<file path="src/rtl/block_transfer_sequencer.sv">
// Thumb block-transfer sequencer (PUSH/POP, LDMIA/STMIA).
// Walks a latched register list one register per cycle, presenting base+4*k
// offsets to the operand-B mux, then finishes with a single base-writeback step.
// All outputs are registered; IDLE values double as reset values.
module block_transfer_sequencer #(
   parameter int DATA_WIDTH     = 32,
   parameter int OFFSET_WIDTH   = 12,
   parameter int REG_LIST_WIDTH = 8
) (
   input  logic                      clock,
   input  logic                      reset,
   input  logic                      start,
   input  logic [REG_LIST_WIDTH-1:0] register_list,
   input  logic                      include_extra,
   input  logic                      is_load,
   input  logic                      stall,
   output logic                      busy,
   output logic                      should_output_offset,
   output logic [OFFSET_WIDTH-1:0]   offset,
   output logic [3:0]                register_index,
   output logic                      mem_write,
   output logic                      reg_write,
   output logic                      writeback,
   output logic                      done
);

   // The largest offset is 4*9 = 36, which needs 6 bits; it must also fit the datapath.
   generate
      if (OFFSET_WIDTH < 6 || OFFSET_WIDTH > DATA_WIDTH) begin : g_bad_offset_width
         $error("block_transfer_sequencer: OFFSET_WIDTH must be in 6..DATA_WIDTH");
      end
      if (REG_LIST_WIDTH < 1 || REG_LIST_WIDTH > 8) begin : g_bad_list_width
         $error("block_transfer_sequencer: REG_LIST_WIDTH must be in 1..8");
      end
   endgenerate

   typedef enum logic [1:0] {
      IDLE      = 2'd0,
      TRANSFER  = 2'd1,
      WRITEBACK = 2'd2
   } state_t;

   state_t                    state_q, state_d;
   logic [REG_LIST_WIDTH-1:0] pend_q, pend_d;    // registers still to transfer after the current one
   logic                      extra_q, extra_d;  // LR/PC still pending
   logic                      load_q, load_d;
   logic [3:0]                k_q, k_d;          // zero-based step number

   logic                      busy_q, busy_d;
   logic                      soo_q, soo_d;
   logic [OFFSET_WIDTH-1:0]   offset_q, offset_d;
   logic [3:0]                idx_q, idx_d;
   logic                      memw_q, memw_d;
   logic                      regw_q, regw_d;
   logic                      wb_q, wb_d;
   logic                      done_q, done_d;

   // Next-register selection shared by the start step and every retiring step
   logic [REG_LIST_WIDTH-1:0] sel_list;
   logic                      sel_extra;
   logic                      sel_load;
   logic                      have_reg;
   logic                      have_next;
   logic [3:0]                low_idx;
   logic [3:0]                nxt_idx;
   logic [REG_LIST_WIDTH-1:0] nxt_pend;
   logic                      nxt_extra;
   logic [3:0]                k_inc;

   // Index of the lowest set bit; 0 for an empty list (caller checks emptiness).
   function automatic logic [3:0] lowest_set(input logic [REG_LIST_WIDTH-1:0] l);
      logic [3:0] r;
      r = '0;
      for (int i = REG_LIST_WIDTH - 1; i >= 0; i--) begin
         if (l[i]) r = 4'(i);
      end
      return r;
   endfunction

   // Pick the next register: ascending list bits first, then LR (store) or PC (load).
   always_comb begin
      sel_list  = (state_q == IDLE) ? register_list : pend_q;
      sel_extra = (state_q == IDLE) ? include_extra : extra_q;
      sel_load  = (state_q == IDLE) ? is_load       : load_q;
      have_reg  = |sel_list;
      have_next = have_reg | sel_extra;
      low_idx   = lowest_set(sel_list);
      nxt_idx   = have_reg ? low_idx : (sel_load ? 4'd15 : 4'd14);
      nxt_pend  = sel_list & ~(REG_LIST_WIDTH'(1) << low_idx);
      nxt_extra = have_reg ? sel_extra : 1'b0;
      k_inc     = k_q + 4'd1;
   end

   // Next-state and next-output logic; outputs default to their IDLE values.
   always_comb begin
      state_d  = state_q;
      pend_d   = pend_q;
      extra_d  = extra_q;
      load_d   = load_q;
      k_d      = k_q;
      busy_d   = 1'b0;
      soo_d    = 1'b0;
      offset_d = '0;
      idx_d    = '0;
      memw_d   = 1'b0;
      regw_d   = 1'b0;
      wb_d     = 1'b0;
      done_d   = 1'b0;
      case (state_q)
         IDLE: begin
            if (start) begin
               load_d  = is_load;
               k_d     = '0;
               pend_d  = nxt_pend;
               extra_d = nxt_extra;
               busy_d  = 1'b1;
               soo_d   = 1'b1;
               if (have_next) begin
                  state_d = TRANSFER;
                  idx_d   = nxt_idx;
                  memw_d  = !is_load;
                  regw_d  = is_load;
               end else begin
                  state_d = WRITEBACK;
                  wb_d    = 1'b1;
                  done_d  = 1'b1;
               end
            end
         end
         TRANSFER: begin
            if (stall) begin
               // Freeze the current step exactly as presented.
               busy_d   = busy_q;
               soo_d    = soo_q;
               offset_d = offset_q;
               idx_d    = idx_q;
               memw_d   = memw_q;
               regw_d   = regw_q;
               wb_d     = wb_q;
               done_d   = done_q;
            end else begin
               k_d      = k_inc;
               busy_d   = 1'b1;
               soo_d    = 1'b1;
               offset_d = OFFSET_WIDTH'({k_inc, 2'b00});
               if (have_next) begin
                  pend_d  = nxt_pend;
                  extra_d = nxt_extra;
                  idx_d   = nxt_idx;
                  memw_d  = !load_q;
                  regw_d  = load_q;
               end else begin
                  state_d = WRITEBACK;
                  wb_d    = 1'b1;
                  done_d  = 1'b1;
               end
            end
         end
         WRITEBACK: begin
            state_d = IDLE;
         end
         default: begin
            state_d = IDLE;
         end
      endcase
   end

   // State and registered outputs; reset abandons any transfer immediately.
   always_ff @(posedge clock or negedge reset) begin
      if (!reset) begin
         state_q  <= IDLE;
         pend_q   <= '0;
         extra_q  <= 1'b0;
         load_q   <= 1'b0;
         k_q      <= '0;
         busy_q   <= 1'b0;
         soo_q    <= 1'b0;
         offset_q <= '0;
         idx_q    <= '0;
         memw_q   <= 1'b0;
         regw_q   <= 1'b0;
         wb_q     <= 1'b0;
         done_q   <= 1'b0;
      end else begin
         state_q  <= state_d;
         pend_q   <= pend_d;
         extra_q  <= extra_d;
         load_q   <= load_d;
         k_q      <= k_d;
         busy_q   <= busy_d;
         soo_q    <= soo_d;
         offset_q <= offset_d;
         idx_q    <= idx_d;
         memw_q   <= memw_d;
         regw_q   <= regw_d;
         wb_q     <= wb_d;
         done_q   <= done_d;
      end
   end

   assign busy                 = busy_q;
   assign should_output_offset = soo_q;
   assign offset               = offset_q;
   assign register_index       = idx_q;
   assign mem_write            = memw_q;
   assign reg_write            = regw_q;
   assign writeback            = wb_q;
   assign done                 = done_q;

endmodule

</file>
<file path="config.mk">
export PLATFORM = sky130hd
export DESIGN_NAME = block_transfer_sequencer
export DESIGN_NICKNAME = d
export VERILOG_FILES = /design/src/rtl/block_transfer_sequencer.sv
export SDC_FILE = /design/constraint.sdc
export NUM_CORES = 1
export LEC_CHECK = 0
export BUFFER_PORTS_ARGS = -buffer_cell sky130_fd_sc_hd__buf_2
export CAP_MARGIN = 20
export CORE_ASPECT_RATIO = 0.5
export CORE_MARGIN = 2
export CORE_UTILIZATION = 25
export CTS_BUF_LIST = sky130_fd_sc_hd__clkbuf_16
export DETAILED_ROUTE_END_ITERATION = 6
export GPL_TIMING_DRIVEN = 0
export SKIP_CTS_REPAIR_TIMING = 1
export SYNTH_ARGS = -nofsm -noshare
export SYNTH_HDL_FRONTEND = slang
export SYNTH_SLANG_ARGS = --single-unit
export TNS_END_PERCENT = 20
</file>
<file path="constraint.sdc">
create_clock -name clock -period 3.9 [get_ports clock]
set_input_delay 0.585 -clock clock [delete_from_list [all_inputs] [get_ports clock]]
set_output_delay 0.585 -clock clock [all_outputs]
set_load 0.02 [all_outputs]
</file>
==> run summary <==
STA classifies the critical path startpoint as a flop. The filler cells instantiated in the layout total 647. On the worst path, the slowest cell contributes a delay of 0.59 ns.

Clock-pin slew was measured on the worst setup and hold paths at 0.07 ns. The min-delay analysis places its worst path in the category in2async. The run gives 2.51 ns as the critical path arrival. Synthesis produced a netlist whose cell count is 184. The tools report the sum of routed wire length over all layers as 3.74 mm. Ratio of cells with drive above 1 in the final layout: 23.1%. The die covers 7200 um2. The unique cell type count in the Yosys netlist was 42; the critical path data required time was 4.11 ns. The actual transition at the worst max-transition pin was 0.675 ns. After detailed routing, the number of remaining DRC violations is 0. The internal power consumption was 0.767 mW; the number of sinks on the clock net was 28. The library cells used most frequently in the layout, excluding fill and tap cells, are 31 x nand2_1, 28 x buf_2, 28 x dfrtp_1, 22 x nor2_1, 11 x a21oi_1.

Counting the buffers created by CTS gives 3. The worst path uses 58.9% of the clock period. The logic gate share of total power is 37.3%, and the count of endpoints failing hold in the final timing report is 0. The kind of cell adding the most delay to the critical path is simple AND/OR/NAND/NOR gates. For this configuration, the core starts out at a cell density of 26.3%. Along the worst path, the maximum fanout reaches 10. The floorplan row count is 20. The run gives 0 as the global-route congestion overflow total. For the total net switching power, the log shows 0.433 mW. The final weighted congestion of routability-driven global placement was 0.788; the sequential element share of the synthesized area was 43.1%. The type of the setup path with the least slack is reg2reg. The signal on the critical path passes through buf_2 > a21oi_1 > o21ai_0 > clkbuf_1 > nor2_1 > nand2_1 > a32oi_1 > a21o_1. Derived from the worst setup path, the maximum achievable clock frequency is 435 MHz. The number of antenna violations at the first check in global routing came out at 0. By area the synthesized netlist is led by dfrtp_1 43%, nand2_1 7.2%, nor2_1 5.1%.

For the via count of the first global-routing pass, the log shows 1,330. After layout, the worst setup slack is 1.60 ns. The first routing iteration left 79 violations. Compared with the post-synthesis result, the final layout area differs by 22.9%. The I/O pin total is 36. The library cell used most frequently in the layout, excluding fill and tap cells, is nand2_1. Of all flip-flops after synthesis, the portion carrying an async set or reset was 100%. Net switching is 36.1% of the power. In the final routed layout, each cell accounts on average for 12.1 um. At the end of the flow, the number of nets in the layout was 237. The clock arrives with 0.00387 ns of skew. The core region is 6180 um2. At the later pin of the worst-skew pair, clock insertion delay measures 0.26 ns. Setup violations remaining at the end of the flow were counted as 0. The run gives 828 um2 as the multi-input gate area in the final layout.

Worst ir drop on vdd: 0.187 mV. The routed via count divided by cell count works out to 4.50. Timing analysis after detailed placement gives a worst setup slack of 1.41 ns.

The flow ran to the end, and the final reports show no timing, DRC or antenna violations. The share of total power dissipated in the clock network is 25.6%. In this run, flip-flops and latches consume 37.1% of the power. Across the whole layout, storage elements account for 701 um2. Global routing used 11.1% of the available tracks across all layers. The run gives 0.933 nW as the static power due to leakage. For the worst flop-to-flop path, the logic depth is 8.

For this run, the number of Yosys warnings is 0. The synthesized area per cell is 8.83 um2, and the deepest level of the CTS H-tree is 1. The worst pin sits at a relative slew slack of 54.8%. The endpoint identified for the worst register-to-register timing path is pend_q[4]. The first global-routing pass estimated 6.40 mm of wire. STA classifies the critical path endpoint as a flop. The largest area contributor in the synthesized netlist is dfrtp_1. TritonCTS built the clock tree. Measured along the x axis, the die boundary spans 118 um. The minimum clock period came out at 2.30 ns. The pre-antenna-repair detailed-routing pass consisted of 4 iterations. The count of buffers added on input and output ports is 26.

The cell area power density is 601 nW/um2. The count of pins over their slew limit was 0; the total number of vias was 1,389. The placed wire-length estimate is 2.82 mm.

0 antenna diodes ended up in the layout. In this run the critical register-to-register path is launched from state_q[1]. The most used flip-flop cell after synthesis is dfrtp_1.

The cell area after synthesis was 1630 um2. The worst-path cell with the longest stage delay was nor2_1. Max-cap violations in this run came to 0. The die is 61.0 um tall.

Final sum of negative setup slack: 0 ns. The maximum number of pins on one net before global-route repair is 29. No sink is reached through more buffers than the 2 on the longest clock path. Setup repair after global routing left no endpoint under its margin.

Cell at the root of the clock tree: clkbuf_16. The synthesized design contains 0 enable-type register cells. Across all register-to-register paths, the minimum setup slack is 1.60 ns.

The tools report the remaining antenna violation count as 0. The number of synthesized register bits was 28. The share of synthesized area in the top cell type comes to 43.1%. The total buffers and inverters traversed by the critical path works out to 2.
## flip-flops by register name, summed over array words and instances (netlist names)
register	count
state_q	2
pend_q	8
load_q	1
k_q	4
should_output_offset	1
mem_write	1
register_index	4
extra_q	1
reg_write	1
offset	4
done	1
## per-stage QoR
stage	power [mW]	std cells	hold WS, ns	utilization (%)	instance area, um2
after floorplan	0.771	191	0.289	-	1650
final	1.20	309	0.335	32.3	2000
after detailed placement	0.899	305	0.470	30.6	1890
after global routing	1.29	309	0.390	32.3	2000
after global placement	0.887	305	0.458	30.6	1890
after CTS	1.21	309	0.361	32.3	2000
## kinds of logic (layout without fill, tap and decap cells)
family	after synthesis	in the layout	share of synthesized area, %
AND/OR/NAND/NOR	80	80	23.2
buffers and inverters	20	50	7.54
AO/OA/AOI/OAI	50	50	22.9
multiplexers	2	2	1.23
XOR/XNOR	2	2	1.08
adder cells (fa/ha/maj)	1	1	0.770
flip-flops	28	28	43.1
other	1	8	0.231
## power groups by stage
stage          registers, mW  logic [mW]  clock network, mW
2_1_floorplan          0.489       0.282                  0
3_3_place_gp           0.446       0.441                  0
3_5_place_dp           0.449       0.450                  0
4_1_cts                0.444       0.451              0.317
5_1_grt                0.460       0.505              0.330
6_report               0.445       0.448              0.307
## area by class of cell
cell class / count / area share [%]
sequential: 28 / 35.1
multi-input combinational: 143 / 41.5
clock inverter: 1 / 1.50
inverter: 2 / 0.376
buffer: 18 / 5.76
clock buffer: 3 / 3.76
tap: 88 / 5.51
timing repair buffer: 26 / 6.52
## per-layer routing
metal	vias up	part of all wire [%]	GRT usage, %
li1	704	-	-
met1	650	49	14.5
met2	31	47	19.8
met3	4	3.4	1.67
met4	0	1.0	3.61
met5	-	0	0
## Yosys cell counts, drive strengths merged (2+ instances only)
cell type,count
dfrtp,28
a32oi,2
and2,2
nand3,3
nor3,3
nor4,4
nand2,32
a21oi,13
nor2b,6
clkbuf,5
nor2,23
nand2b,2
o21ai,11
o31ai,4
buf,13
inv,2
a21o,6
o211ai,3
mux2i,2
a32o,5
## worst max-delay path by stage
stage | from | to | slack [ns] | cells past startpoint
after floorplan | register_list[7] | register_index[2] | 1.77 | 4
after global placement | stall | pend_q[7] | 1.48 | 8
after detailed placement | stall | pend_q[4] | 1.41 | 8
after CTS | state_q[1] | pend_q[4] | 1.64 | 8
after global routing | state_q[1] | pend_q[4] | 1.32 | 8
final | state_q[1] | pend_q[4] | 1.60 | 8
No activity file was read; power rests on OpenSTA's default activity.
